## config.mk

```make
export PLATFORM = sky130hd
export DESIGN_NAME = ni_pkt_gen_axi_flat
export DESIGN_NICKNAME = d
export VERILOG_FILES = /design/src/rtl/ni_pkt_gen_axi_if.sv /design/src/rtl/ni_pkt_gen_axi.sv /design/src/flat_wrapper.sv
export SDC_FILE = /design/constraint.sdc
export NUM_CORES = 1
export LEC_CHECK = 0
export CAP_MARGIN = 10
export CORE_AREA = 2 2 101 103
export DETAILED_ROUTE_END_ITERATION = 8
export DIE_AREA = 0 0 103 105
export PLACE_DENSITY = 0.65
export RECOVER_POWER = 50
export SLEW_MARGIN = 20
export SYNTH_ARGS = -nofsm -noshare
export SYNTH_HDL_FRONTEND = slang
export SYNTH_SLANG_ARGS = --single-unit
```

## constraint.sdc

```tcl
create_clock -name clk_axi -period 7.7 [get_ports clk_axi]
set_clock_uncertainty 0.15 [all_clocks]
set_input_delay 1.155 -clock clk_axi [delete_from_list [all_inputs] [get_ports clk_axi]]
set_output_delay 1.155 -clock clk_axi [all_outputs]
set_load 0.01 [all_outputs]
```

## src/rtl/ni_pkt_gen_axi_if.sv

```systemverilog
// Beat stream from the AXI slave and flit stream to the router for ni_pkt_gen_axi.
// master drives beats and flit_ready; slave is the packet generator.
interface ni_pkt_gen_axi_if #(
    parameter int DATA_WIDTH   = 32,
    parameter int VC_WIDTH     = 2,
    parameter int PKT_SZ_WIDTH = 9
);
    logic                    in_valid;
    logic                    in_ready;
    logic [VC_WIDTH-1:0]     in_vc_id;
    logic                    in_req_new;
    logic                    in_req_last;
    logic [PKT_SZ_WIDTH-1:0] in_pkt_sz;
    logic [DATA_WIDTH-1:0]   in_data;

    logic                    flit_valid;
    logic                    flit_ready;
    logic [1:0]              flit_type;
    logic [VC_WIDTH-1:0]     flit_vc;
    logic [DATA_WIDTH-1:0]   flit_data;

    modport master (
        output in_valid, in_vc_id, in_req_new, in_req_last, in_pkt_sz, in_data, flit_ready,
        input  in_ready, flit_valid, flit_type, flit_vc, flit_data
    );

    modport slave (
        input  in_valid, in_vc_id, in_req_new, in_req_last, in_pkt_sz, in_data, flit_ready,
        output in_ready, flit_valid, flit_type, flit_vc, flit_data
    );
endinterface

```

## src/rtl/ni_pkt_gen_axi.sv

```systemverilog
// Turns AXI write beats into HEAD/BODY/TAIL/HEAD_TAIL NoC flits via a 2-entry FIFO.
// Optional length checking against in_pkt_sz is enabled by macro PKT_GEN_LEN_CHECK_EN.
module ni_pkt_gen_axi #(
    parameter int DATA_WIDTH   = 32,
    parameter int VC_WIDTH     = 2,
    parameter int X_WIDTH      = 2,
    parameter int Y_WIDTH      = 2,
    parameter int PKT_SZ_WIDTH = 9
) (
    input  logic              clk_axi,
    input  logic              arst_axi,
    ni_pkt_gen_axi_if.slave   bus,
    output logic              len_err,
    output logic              busy
);
    localparam int SZ_MSB = DATA_WIDTH - 1 - X_WIDTH - Y_WIDTH;

    localparam logic [0:0] S_IDLE = 1'b0;
    localparam logic [0:0] S_PKT  = 1'b1;

    localparam logic [1:0] T_HEAD      = 2'b00;
    localparam logic [1:0] T_BODY      = 2'b01;
    localparam logic [1:0] T_TAIL      = 2'b10;
    localparam logic [1:0] T_HEAD_TAIL = 2'b11;

    typedef struct packed {
        logic [1:0]            ftype;
        logic [VC_WIDTH-1:0]   vc;
        logic [DATA_WIDTH-1:0] data;
    } flit_t;

    logic [0:0]          state;
    logic [VC_WIDTH-1:0] vc_lock;
    flit_t               fifo_mem [2];
    logic                wr_ptr;
    logic                rd_ptr;
    logic [1:0]          fifo_cnt;
    logic                fifo_full;
    logic                fifo_empty;
    logic                push;
    logic                pop;
    logic                is_head;
    logic                is_tail;
    logic                err_nxt;
    flit_t               flit_in;
    flit_t               flit_out;

    assign fifo_full  = (fifo_cnt == 2'd2);
    assign fifo_empty = (fifo_cnt == 2'd0);
    assign push       = bus.in_valid && bus.in_ready;
    assign pop        = bus.flit_valid && bus.flit_ready;
    assign is_head    = (state == S_IDLE);

    assign bus.in_ready = ~fifo_full;
    assign busy         = (state == S_PKT) || ~fifo_empty;

`ifdef PKT_GEN_LEN_CHECK_EN
    // rem_cnt holds flits still owed after the most recent beat of the open packet
    logic [PKT_SZ_WIDTH-1:0] rem_cnt;
    logic                    cnt_done;

    always_comb begin
        if (is_head)
            cnt_done = (bus.in_pkt_sz <= PKT_SZ_WIDTH'(1));
        else
            cnt_done = (rem_cnt == PKT_SZ_WIDTH'(1));
        is_tail = cnt_done || bus.in_req_last;
        err_nxt = (bus.in_req_last != cnt_done) || (is_head && !bus.in_req_new);
    end

    always_ff @(posedge clk_axi or posedge arst_axi) begin
        if (arst_axi) begin
            rem_cnt <= '0;
        end else if (push) begin
            if (is_tail)
                rem_cnt <= '0;
            else if (is_head)
                rem_cnt <= bus.in_pkt_sz - PKT_SZ_WIDTH'(1);
            else
                rem_cnt <= rem_cnt - PKT_SZ_WIDTH'(1);
        end
    end

    always_ff @(posedge clk_axi or posedge arst_axi) begin
        if (arst_axi)
            len_err <= 1'b0;
        else
            len_err <= push && err_nxt;
    end
`else
    logic unused_len_chk;

    always_comb begin
        is_tail = bus.in_req_last;
        err_nxt = 1'b0;
    end

    assign unused_len_chk = bus.in_req_new ^ err_nxt;
    assign len_err        = 1'b0;
`endif

    // Head flits carry the burst length just below the X/Y destination bits
    always_comb begin
        flit_in.data = bus.in_data;
        if (is_head) begin
            flit_in.data[SZ_MSB -: PKT_SZ_WIDTH] = bus.in_pkt_sz;
            flit_in.vc    = bus.in_vc_id;
            flit_in.ftype = is_tail ? T_HEAD_TAIL : T_HEAD;
        end else begin
            flit_in.vc    = vc_lock;
            flit_in.ftype = is_tail ? T_TAIL : T_BODY;
        end
    end

    always_ff @(posedge clk_axi or posedge arst_axi) begin
        if (arst_axi) begin
            state   <= S_IDLE;
            vc_lock <= '0;
        end else if (push) begin
            if (is_head)
                vc_lock <= bus.in_vc_id;
            state <= is_tail ? S_IDLE : S_PKT;
        end
    end

    always_ff @(posedge clk_axi or posedge arst_axi) begin
        if (arst_axi) begin
            fifo_mem[0] <= '0;
            fifo_mem[1] <= '0;
            wr_ptr      <= 1'b0;
            rd_ptr      <= 1'b0;
            fifo_cnt    <= 2'd0;
        end else begin
            if (push) begin
                fifo_mem[wr_ptr] <= flit_in;
                wr_ptr           <= ~wr_ptr;
            end
            if (pop)
                rd_ptr <= ~rd_ptr;
            case ({push, pop})
                2'b10:   fifo_cnt <= fifo_cnt + 2'd1;
                2'b01:   fifo_cnt <= fifo_cnt - 2'd1;
                default: fifo_cnt <= fifo_cnt;
            endcase
        end
    end

    // Zero the flit fields when empty so the router never sees stale entries
    assign flit_out       = fifo_empty ? '0 : fifo_mem[rd_ptr];
    assign bus.flit_valid = ~fifo_empty;
    assign bus.flit_type  = flit_out.ftype;
    assign bus.flit_vc    = flit_out.vc;
    assign bus.flit_data  = flit_out.data;
endmodule

```

## src/flat_wrapper.sv

```systemverilog
// flat-port wrapper written by rule: the top's interface ports become plain ports
module ni_pkt_gen_axi_flat 
#(
    parameter int DATA_WIDTH   = 32,
    parameter int VC_WIDTH     = 2,
    parameter int X_WIDTH      = 2,
    parameter int Y_WIDTH      = 2,
    parameter int PKT_SZ_WIDTH = 9
)
  (clk_axi, arst_axi, len_err, busy, bus_in_valid, bus_in_vc_id, bus_in_req_new, bus_in_req_last, bus_in_pkt_sz, bus_in_data, bus_flit_ready, bus_in_ready, bus_flit_valid, bus_flit_type, bus_flit_vc, bus_flit_data);
  ni_pkt_gen_axi_if #(.DATA_WIDTH(DATA_WIDTH), .VC_WIDTH(VC_WIDTH), .PKT_SZ_WIDTH(PKT_SZ_WIDTH)) bus_i ();
  input  logic clk_axi;
  input  logic arst_axi;
  output logic len_err;
  output logic busy;
  input wire logic [$bits(bus_i.in_valid)-1:0] bus_in_valid;
  input wire logic [$bits(bus_i.in_vc_id)-1:0] bus_in_vc_id;
  input wire logic [$bits(bus_i.in_req_new)-1:0] bus_in_req_new;
  input wire logic [$bits(bus_i.in_req_last)-1:0] bus_in_req_last;
  input wire logic [$bits(bus_i.in_pkt_sz)-1:0] bus_in_pkt_sz;
  input wire logic [$bits(bus_i.in_data)-1:0] bus_in_data;
  input wire logic [$bits(bus_i.flit_ready)-1:0] bus_flit_ready;
  output wire logic [$bits(bus_i.in_ready)-1:0] bus_in_ready;
  output wire logic [$bits(bus_i.flit_valid)-1:0] bus_flit_valid;
  output wire logic [$bits(bus_i.flit_type)-1:0] bus_flit_type;
  output wire logic [$bits(bus_i.flit_vc)-1:0] bus_flit_vc;
  output wire logic [$bits(bus_i.flit_data)-1:0] bus_flit_data;
  assign bus_i.in_valid = bus_in_valid;
  assign bus_i.in_vc_id = bus_in_vc_id;
  assign bus_i.in_req_new = bus_in_req_new;
  assign bus_i.in_req_last = bus_in_req_last;
  assign bus_i.in_pkt_sz = bus_in_pkt_sz;
  assign bus_i.in_data = bus_in_data;
  assign bus_i.flit_ready = bus_flit_ready;
  assign bus_in_ready = bus_i.in_ready;
  assign bus_flit_valid = bus_i.flit_valid;
  assign bus_flit_type = bus_i.flit_type;
  assign bus_flit_vc = bus_i.flit_vc;
  assign bus_flit_data = bus_i.flit_data;
  ni_pkt_gen_axi #(.DATA_WIDTH(DATA_WIDTH), .VC_WIDTH(VC_WIDTH), .X_WIDTH(X_WIDTH), .Y_WIDTH(Y_WIDTH), .PKT_SZ_WIDTH(PKT_SZ_WIDTH)) u_core (.clk_axi(clk_axi), .arst_axi(arst_axi), .bus(bus_i), .len_err(len_err), .busy(busy));
endmodule
```

== Yosys cells after proc, flatten, opt, wreduce, memory -nomap -nowiden ==
Cells that the tools add are included.

* Register bits: 79
* Memories kept: 0
* RAM bits: 0
* Memory bits (read-only): 0
* Logic and storage cells: 46
* Bits of input ports: 49
* Latch bits: 0

* Add/sub/neg operators: 2
* Divide/modulo/power cells: 0
* Bitwise logic cells: 7
* Muxes and demuxes: 13
* Shift-type cells: 0
* Multiply operators: 0
* Reduce and logical (&&, ||, !) cells: 7
* Eq/ne operators: 3
* Magnitude comparators: 3

{| class="wikitable"
|+ Operators with widths
! kind !! number
|-
| $mux W36 || 5
|-
| $bwmux W72 || 1
|-
| $demux W36 S1 || 1
|-
| $mux W9 || 1
|-
| $not A1 Y1 || 5
|-
| $eq A2 B2 Y1 const B || 2
|-
| $ge A2 B2 Y1 const B || 2
|-
| $mux W2 || 2
|-
| $mux W4 || 1
|-
| $not A1 Y2 || 2
|-
| $pmux W2 S2 || 1
|-
| $logic_and A1 B1 Y1 || 3
|-
| $add A2 B1 Y2 const B || 1
|-
| $eq A2 B1 Y1 const B || 1
|-
| $logic_not A2 Y1 || 1
|-
| $lt A2 B1 Y1 const B || 1
|-
| $reduce_and A2 Y1 || 1
|-
| $reduce_bool A2 Y1 || 1
|-
| $sub A2 B1 Y2 const B || 1
|-
| $logic_or A1 B1 Y1 || 1
|-
| $mux W1 || 1
|}

== Depth between registers and ports, before layout ==
Gate-level depths: netlist (run 1).

* Depth in word-level cells: 6
* Gate-level depth with buffers: 7
* Gate-level depth less buffers: 7

== Worst setup path before layout (run 1) ==
No wires, ideal clock.

* Path type: reg-to-output
* Start point: register u_core.fifo_cnt[0]
* End point: output port bus_flit_data[10]
* Required time: 6.395 ns
* Arrival time: 1.241 ns
* Stages on the path, launching flop included: 4
* Slack: 5.154 ns
* Path buffers: 1
* Cells stage by stage: dfrtp_1 nor2_1 clkbuf_1 nor2_1

* Word-level cells in the longest chain between the ends: 2

{| class="wikitable"
|+ RTL lines
! what !! RTL line !! source
|-
| from (decl) || ni_pkt_gen_axi.sv:37 || <nowiki>logic [1:0] fifo_cnt;</nowiki>
|-
| from (signal assigned) || ni_pkt_gen_axi.sv:141 || <nowiki>2'b10: fifo_cnt <= fifo_cnt + 2'd1;</nowiki>
|-
| from (signal assigned) || ni_pkt_gen_axi.sv:142 || <nowiki>2'b01: fifo_cnt <= fifo_cnt - 2'd1;</nowiki>
|-
| from (signal assigned) || ni_pkt_gen_axi.sv:143 || <nowiki>default: fifo_cnt <= fifo_cnt;</nowiki>
|-
| $logic_not A2 Y1 || ni_pkt_gen_axi.sv:49 || <nowiki>assign fifo_empty = (fifo_cnt == 2'd0);</nowiki>
|-
| $mux W36 || ni_pkt_gen_axi.sv:149 || <nowiki>assign flit_out = fifo_empty ? '0 : fifo_mem[rd_ptr];</nowiki>
|-
| to (decl) || flat_wrapper.sv:27 || <nowiki>output wire logic [$bits(bus_i.flit_data)-1:0] bus_flit_data;</nowiki>
|}

Every way passes these cells.

== Worst setup path after layout (run 1) ==
Ends and elaborated chain as after synthesis.

==> impl_metrics.yaml, run 1 <==
outcome:
  outcome: "finished with violations"
  violations: "max-capacitance violations, max-slew violations"
yosys:
  syn_avg_cell_area_um2: 13.8
  ys_ff_latch: 79
  ys_warn_count: 0
  syn_nets: 326
  synth_cell_types: 23
  synth_seq_area_share_pct: 51.8
  syn-cell-area_um2: 3820
  syn-instance-count: 276
global_route:
  gr-total-overflow: 0
  grt_pass1_wl_um: 12600
  grt_pass1_vias: 2488
  antenna_found_initial: 0
  grt_max_degree: 66
  track_usage_pct: 15.0
cts:
  clock-sinks: 79
  cts_root_buffer: "clkbuf_8"
  cts_tree: "yes"
  cts.htree.levels: 3
  cts_buffer_depth: 2
  cts_setup_buffers: 0
  clkTransAtPathRegs_ns: 0.09
  cts-resized-gates: 0
  numCtsBuffers: 9
  cts_hold_buf: 0
  clkLatencyLatePin_ns: 0.34
sta:
  rsz0062_at_grt: "false"
  worst_slew_margin_rel_pct: -82.0
  hold_violations: 0
  final_max_slew_viol_count: 65
  fin_tns_setup_ns: 0
  hold_ws_ns: 0.344
  tightestPinTransition_ns: 2.72
  fin_crit_sh_pct: 64.7
  clock.fmax_mhz: 201
  fin_crit_ns: 4.98
  setup_violations: 0
worst_setup_path:
  crit_arrival_ns: 3.68
  cp_max_fo: 37
  crit_path_start_kind: "flop"
  ff2ff_path_depth: 6
  critPathKind: "reg -> out"
  worstPathRequired_ns: 6.39
  end_kind: "primary output"
layout:
  drive_above_1_share_pct: 27.9
  final_area_um2: 4940
  fill_cells: 894
  layout_commonest_cell: "clkdlybuf4s50_1"
  utilization_pct: 51.3
  multi_input_area_um2: 1700
  seq_area_um2: 1980
  mostFrequentLayoutCells: "clkdlybuf4s50_1 (84), dfrtp_1 (78), mux2_2 (54)"
  fin_nets: 410
  diodes: 0
  area_growth_syn_to_layout_pct: 29.5
detailed_routing:
  drt-initial-drc-count: 41
  routedWlPerCell_um: 15.4
  wl_met1_um: 3540
  highest_layer: "met4"
  num_vias: 2356
  drc_errors: 0
  viasPerCell: 4.73
  drt-pass1-iter-count: 4
  routed_wl_um: 7660
  drtAntennaViolNets: 0
  wl_met2_um: 3680
  route.met3.wl_um: 353
power:
  vdd_drop_max_v: 0.000181
  p_total_mw: 2.26
  power.leakage_nw: 2.16
  cellPowerDensity_nw_per_um2: 457
worst_hold_path:
  whs_path_depth: 1
  min_path_type: "reg -> reg"
placed_design:
  dp_hpwl_um: 4830
  place_area_um2: 4770
  place_congestion: 0.691
  port-buffer-count: 86
die:
  die_area_um2: 10800
  coreArea_um2: 9640
  rows: 36
  die_x_um: 103
  initial_utilization_pct: 39.6
  io_pins: 89
  die_h_um: 105
run:
  maxCapViolCount: 2
==> through the flow <==
stage | setup WS (ns) | cells
floorplan | 4.37 | 276
detailed placement | 3.97 | 482
CTS | 4.00 | 498
finish | 2.72 | 498
global route | 2.43 | 498
global placement | 4.02 | 482
==> power by group <==
part | internal [mW] | total, mW | switching [mW]
registers | 0.631 | 0.770 | 0.140
clock network | 0.168 | 0.316 | 0.149
logic | 0.715 | 1.17 | 0.456
total | 1.51 | 2.26 | 0.745
==> kinds of logic (layout without fill, tap and decap cells) <==
group / after synthesis / after routing / synth area share, %
flip-flops: 79 / 79 / 51.8
adder cells (fa/ha/maj): 1 / 1 / 0.328
AO/OA/AOI/OAI: 2 / 2 / 0.262
multiplexers: 121 / 121 / 37.5
AND/OR/NAND/NOR: 45 / 45 / 5.28
buffers and inverters: 21 / 110 / 3.41
other: 1 / 1 / 0.0982
XOR/XNOR: 6 / 6 / 1.38
==> state kept, by name (all words and copies together), names as in the netlist <==
register / cells
u_core.fifo_cnt: 2
u_core.fifo_mem: 72
u_core.vc_lock: 2
u_core.wr_ptr: 1
u_core.rd_ptr: 1
u_core.state: 1
==> cell usage after synthesis (all sizes together) <==
library cell,instances,area (um^2)
and2,1,6.26
xor2,3,26.3
xnor2,3,26.3
conb,1,3.75
o21ai,2,10.0
nand2,1,3.75
and3,1,6.26
mux2i,36,360
inv,4,15.0
nor3,1,16.3
mux2,85,1070
clkbuf,4,15.0
or3,2,12.5
nor2b,1,13.8
nor2,38,143
ha,1,12.5
buf,13,100
dfrtp,79,1980
==> worst max-delay path, stage by stage, from the launching register on <==
cell	delay, ns
dfrtp_1	0.46
nor2_1	2.04
nor2_1	0.23
clkdlybuf4s50_1	0.59
==> layer usage <==
metal | vias up | global-route usage [%]
met5 | - | 0
met4 | 0 | 3.95
met3 | 9 | 4.01
met2 | 61 | 24.1
met1 | 1179 | 20.1
li1 | 1107 | -
==> layout make-up <==
class	instances	share of cell area (%)
inverters	4	0.329
repair buffers	90	17.9
multi-input cells	176	34.3
clock buffers	13	3.21
flip-flops and latches	79	40.0
well taps	133	3.37
clock inverters	3	0.860
==> worst paths after layout <==
check	slack, ns	start	to
min in group asynchronous	1.17	arst_axi	u_core.fifo_mem[43]
worst max register to register	3.85	u_core.fifo_cnt[0]	u_core.fifo_cnt[1]
worst min register to register	0.34	u_core.fifo_mem[31]	u_core.fifo_mem[31]
worst max-delay path	2.72	u_core.fifo_cnt[0]	bus_flit_data[10]
max in group asynchronous	4.98	arst_axi	u_core.rd_ptr
worst min-delay path	0.34	u_core.fifo_mem[31]	u_core.fifo_mem[31]
Power figures use the tool's default switching activity.
==> run 2: changes to the inputs <==
==> constraint.sdc (replaced) <==
create_clock -name clk_axi -period 5.1 [get_ports clk_axi]
set_clock_uncertainty 0.15 [all_clocks]
set_input_delay 0.765 -clock clk_axi [delete_from_list [all_inputs] [get_ports clk_axi]]
set_output_delay 0.765 -clock clk_axi [all_outputs]
set_load 0.01 [all_outputs]
==> impl_metrics.yaml, run 2 (synthesis gave the netlist of run 1 again) <==
die:
  die_area_um2: 10800
  die_x_um: 103
  coreArea_um2: 9640
  initial_utilization_pct: 39.6
  die_h_um: 105
  io_pins: 89
  rows: 36
cts:
  cts_tree: "yes"
  clock-sinks: 79
  clkTransAtPathRegs_ns: 0.08
  cts_hold_buf: 0
  cts.htree.levels: 3
  cts_buffer_depth: 2
  cts_setup_buffers: 0
  numCtsBuffers: 9
  clkLatencyLatePin_ns: 0.34
  cts-resized-gates: 0
  cts_root_buffer: "clkbuf_8"
global_route:
  antenna_found_initial: 0
  track_usage_pct: 15.3
  grt_max_degree: 46
  grt_pass1_vias: 2560
  grt_pass1_wl_um: 12800
  gr-total-overflow: 0
run:
  maxCapViolCount: 1
layout:
  mostFrequentLayoutCells: "clkdlybuf4s50_1 (84), dfrtp_1 (78), mux2_2 (54)"
  multi_input_area_um2: 1680
  reg.largest.list: "u_core.fifo_mem (72), u_core.fifo_cnt (2), u_core.vc_lock (2)"
  seq_area_um2: 1980
  diodes: 0
  regMostFlops: "u_core.fifo_mem"
  fill_cells: 884
  final_area_um2: 4970
  area_growth_syn_to_layout_pct: 30.2
  layout_commonest_cell: "clkdlybuf4s50_1"
  fin_nets: 411
  largest_reg_flops: 72
  drive_above_1_share_pct: 27.1
sta:
  hold_ws_ns: 0.346
  fin_crit_ns: 3.29
  clock.fmax_mhz: 304
  setup_violations: 0
  worst_slew_margin_rel_pct: -33.3
  hold_violations: 0
  rsz0062_at_grt: "false"
  fin_tns_setup_ns: 0
  tightestPinTransition_ns: 1.99
  fin_crit_sh_pct: 64.6
  worst_slack_ns: 1.81
  final_max_slew_viol_count: 46
worst_setup_path:
  worstPathRequired_ns: 4.18
  critPathKind: "reg -> out"
  crit_arrival_ns: 2.38
  end_kind: "primary output"
  cp_slowest_cell: "dfrtp_2"
  cp_max_fo: 23
  reg2reg_slack_ns: 2.60
  cp_cell_sequence: "buf_4, mux2i_1, nor2_1, clkdlybuf4s50_1"
  crit_path_start_kind: "flop"
  critical_path.max_stage_delay_ns: 0.66
  crit_family: "buffers and inverters"
  crit_buf_inv: 2
detailed_routing:
  drc_errors: 0
  drt-initial-drc-count: 40
  drtAntennaViolNets: 0
  routedWlPerCell_um: 15.3
  num_vias: 2368
  viasPerCell: 4.76
  routed_wl_um: 7610
  drt-pass1-iter-count: 4
power:
  cellPowerDensity_nw_per_um2: 697
  power.leakage_nw: 2.17
  vdd_drop_max_v: 0.000253
  p_total_mw: 3.46
placed_design:
  dpl_worst_slack_ns: 2.17
  port-buffer-count: 86
  place_congestion: 0.699
  dp_hpwl_um: 4900
  place_area_um2: 4780
worst_hold_path:
  min_path_type: "reg -> reg"
outcome:
  outcome: "finished with violations"
  violations: "max-capacitance violations, max-slew violations"
run 2: final timing paths:
path,startpoint,to,cells past startpoint
setup / recovery,u_core.rd_ptr,bus_flit_data[9],4
hold / removal,u_core.fifo_mem[19],u_core.fifo_mem[19],1
setup reg to reg,u_core.fifo_cnt[0],u_core.fifo_mem[7],5
hold reg to reg,u_core.fifo_mem[19],u_core.fifo_mem[19],1
max in group asynchronous,arst_axi,u_core.rd_ptr,3
min in group asynchronous,arst_axi,u_core.fifo_mem[3],2
run 2: worst reg2reg max path, stage by stage, from the launching register on:
cell,delay [ns]
dfrtp_1,0.51
nor2b_4,0.08
inv_2,0.07
and3_1,0.67
buf_4,0.54
mux2_4,0.35
run 2: cell type report:
type | instances | share of cell area (%)
Sequential cell | 79 | 39.8
Multi-Input combinational cell | 176 | 33.8
Timing Repair Buffer | 91 | 17.9
Tap cell | 133 | 3.35
Clock buffer | 11 | 2.85
Clock inverter | 4 | 1.91
Inverter | 4 | 0.327
run 2: routing by layer:
layer	up-vias	wire length [um]	track usage, %
met2	57	3550	24.1
met5	-	0	0
li1	1120	-	-
met4	0	105	5.64
met3	10	311	2.88
met1	1181	3640	20.8
run 2: metrics by stage:
step / cells / util (%)
2_1_floorplan: 276 / -
3_3_place_gp: 483 / 49.6
3_5_place_dp: 483 / 49.6
4_1_cts: 498 / 52.0
5_1_grt: 498 / 51.5
6_report: 498 / 51.5
run 2: power breakdown:
group / total [mW] / switching (mW) / internal, mW / leakage (nW)
registers: 1.17 / 0.219 / 0.952 / 0.929
clock network: 0.551 / 0.215 / 0.336 / 0.119
logic: 1.74 / 0.685 / 1.05 / 1.12
total: 3.46 / 1.12 / 2.34 / 2.17
==> run 3: changes to the inputs <==
==> constraint.sdc (replaced) <==
create_clock -name clk_axi -period 3.38 [get_ports clk_axi]
set_clock_uncertainty 0.15 [all_clocks]
set_input_delay 0.507 -clock clk_axi [delete_from_list [all_inputs] [get_ports clk_axi]]
set_output_delay 0.507 -clock clk_axi [all_outputs]
set_load 0.01 [all_outputs]
==> impl_metrics.yaml, run 3 (synthesis gave the netlist of run 1 again) <==
outcome:
  outcome: "finished with violations"
  violations: "max-capacitance violations, max-slew violations"
worst_setup_path:
  worstPathRequired_ns: 2.72
  cp_max_fo: 15
  crit_arrival_ns: 2.17
  critical_path.max_stage_delay_ns: 0.68
  end_kind: "primary output"
  critPathKind: "reg -> out"
  cp_slowest_cell: "dfrtp_2"
  crit_path_start_kind: "flop"
  crit_family: "buffers and inverters"
  cp_cell_sequence: "buf_4, mux2i_1, nor2_1, clkdlybuf4s50_1"
  crit_buf_inv: 2
layout:
  largest_reg_flops: 72
  area_growth_syn_to_layout_pct: 30.4
  diodes: 0
  layout_commonest_cell: "clkdlybuf4s50_1"
  drive_above_1_share_pct: 28.1
  mostFrequentLayoutCells: "clkdlybuf4s50_1 (84), dfrtp_1 (78), mux2_2 (54)"
  regMostFlops: "u_core.fifo_mem"
  reg.largest.list: "u_core.fifo_mem (72), u_core.fifo_cnt (2), u_core.vc_lock (2)"
  fin_nets: 415
  utilization_pct: 51.6
detailed_routing:
  drc_errors: 0
  viasPerCell: 4.76
  routedWlPerCell_um: 15.3
  drt-initial-drc-count: 50
  routed_wl_um: 7690
  drt-pass1-iter-count: 4
  num_vias: 2395
  drtAntennaViolNets: 0
sta:
  fin_crit_ns: 2.82
  fin_crit_sh_pct: 83.6
  hold_violations: 0
  tightestPinTransition_ns: 2.16
  clock.fmax_mhz: 354
  worst_slew_margin_rel_pct: -44.7
  worst_slack_ns: 0.555
  fin_tns_setup_ns: 0
  final_max_slew_viol_count: 50
  rsz0062_at_grt: "false"
  setup_violations: 0
power:
  power.leakage_nw: 2.17
  p_total_mw: 5.15
  cellPowerDensity_nw_per_um2: 1040
  vdd_drop_max_v: 0.000403
global_route:
  grt_pass1_vias: 2510
  gr-total-overflow: 0
  grt_max_degree: 50
  track_usage_pct: 15.1
  grt_pass1_wl_um: 12600
  antenna_found_initial: 0
die:
  io_pins: 89
  coreArea_um2: 9640
  rows: 36
  initial_utilization_pct: 39.6
  die_h_um: 105
  die_area_um2: 10800
  die_x_um: 103
cts:
  numCtsBuffers: 9
  cts_tree: "yes"
  cts.htree.levels: 3
  clkLatencyLatePin_ns: 0.34
  cts_buffer_depth: 2
  cts-resized-gates: 0
  clock-sinks: 79
  cts_root_buffer: "clkbuf_8"
  clkTransAtPathRegs_ns: 0.08
  cts_hold_buf: 0
  cts_setup_buffers: 0
placed_design:
  dp_hpwl_um: 5050
  port-buffer-count: 86
  dpl_worst_slack_ns: 0.914
  place_congestion: 0.706
worst_hold_path:
  min_path_type: "reg -> reg"
run:
  maxCapViolCount: 1
[run 3: changes by cell type in the layout (fill, tap and decap cells not counted), sizes merged]
cell and delta:
buf +3, clkbuf +3, inv -1, clkinvlp +1, bufinv -2, clkinv +1
[run 3: worst paths after layout]
kind | start | end | slack, ns | cells past startpoint
min reg2reg | u_core.wr_ptr | u_core.wr_ptr | 0.35 | 1
min in group asynchronous | arst_axi | u_core.fifo_mem[0] | 1.04 | 2
max in group asynchronous | arst_axi | u_core.fifo_mem[47] | 0.67 | 3
max | u_core.rd_ptr | bus_flit_data[9] | 0.56 | 4
max reg2reg | u_core.fifo_cnt[1] | u_core.fifo_mem[10] | 1.10 | 5
min | u_core.wr_ptr | u_core.wr_ptr | 0.35 | 1
[run 3: area by class of cell]
cell class	instances	area, um^2
Fill cell	868	4660
Sequential cell	79	1980
Multi-Input combinational cell	176	1680
Timing Repair Buffer	95	931
Tap cell	133	166
Clock buffer	13	159
Clock inverter	3	42.5
Inverter	4	16.3
[run 3: power breakdown]
part	leakage [nW]	internal, mW	switching (mW)
logic	1.14	1.63	1.04
registers	0.929	1.44	0.331
clock network	0.0996	0.381	0.327
[run 3: metrics by stage]
| stage | instance area (um^2) | std cells | hold WS [ns] |
|---|---|---|---|
| 2_1_floorplan | 3820 | 276 | 0.307 |
| 3_3_place_gp | 4820 | 487 | 0.320 |
| 3_5_place_dp | 4820 | 487 | 0.342 |
| 4_1_cts | 5020 | 503 | 0.361 |
| 5_1_grt | 4980 | 503 | 0.363 |
| 6_report | 4980 | 503 | 0.351 |
[run 3: per-layer routing]
metal	up-vias	part of all wire [%]	global-route usage [%]
met5	-	0	0
met1	1198	47	20.7
met4	0	1.5	4.89
met3	8	5.2	4.35
met2	62	46	22.7
li1	1127	-	-
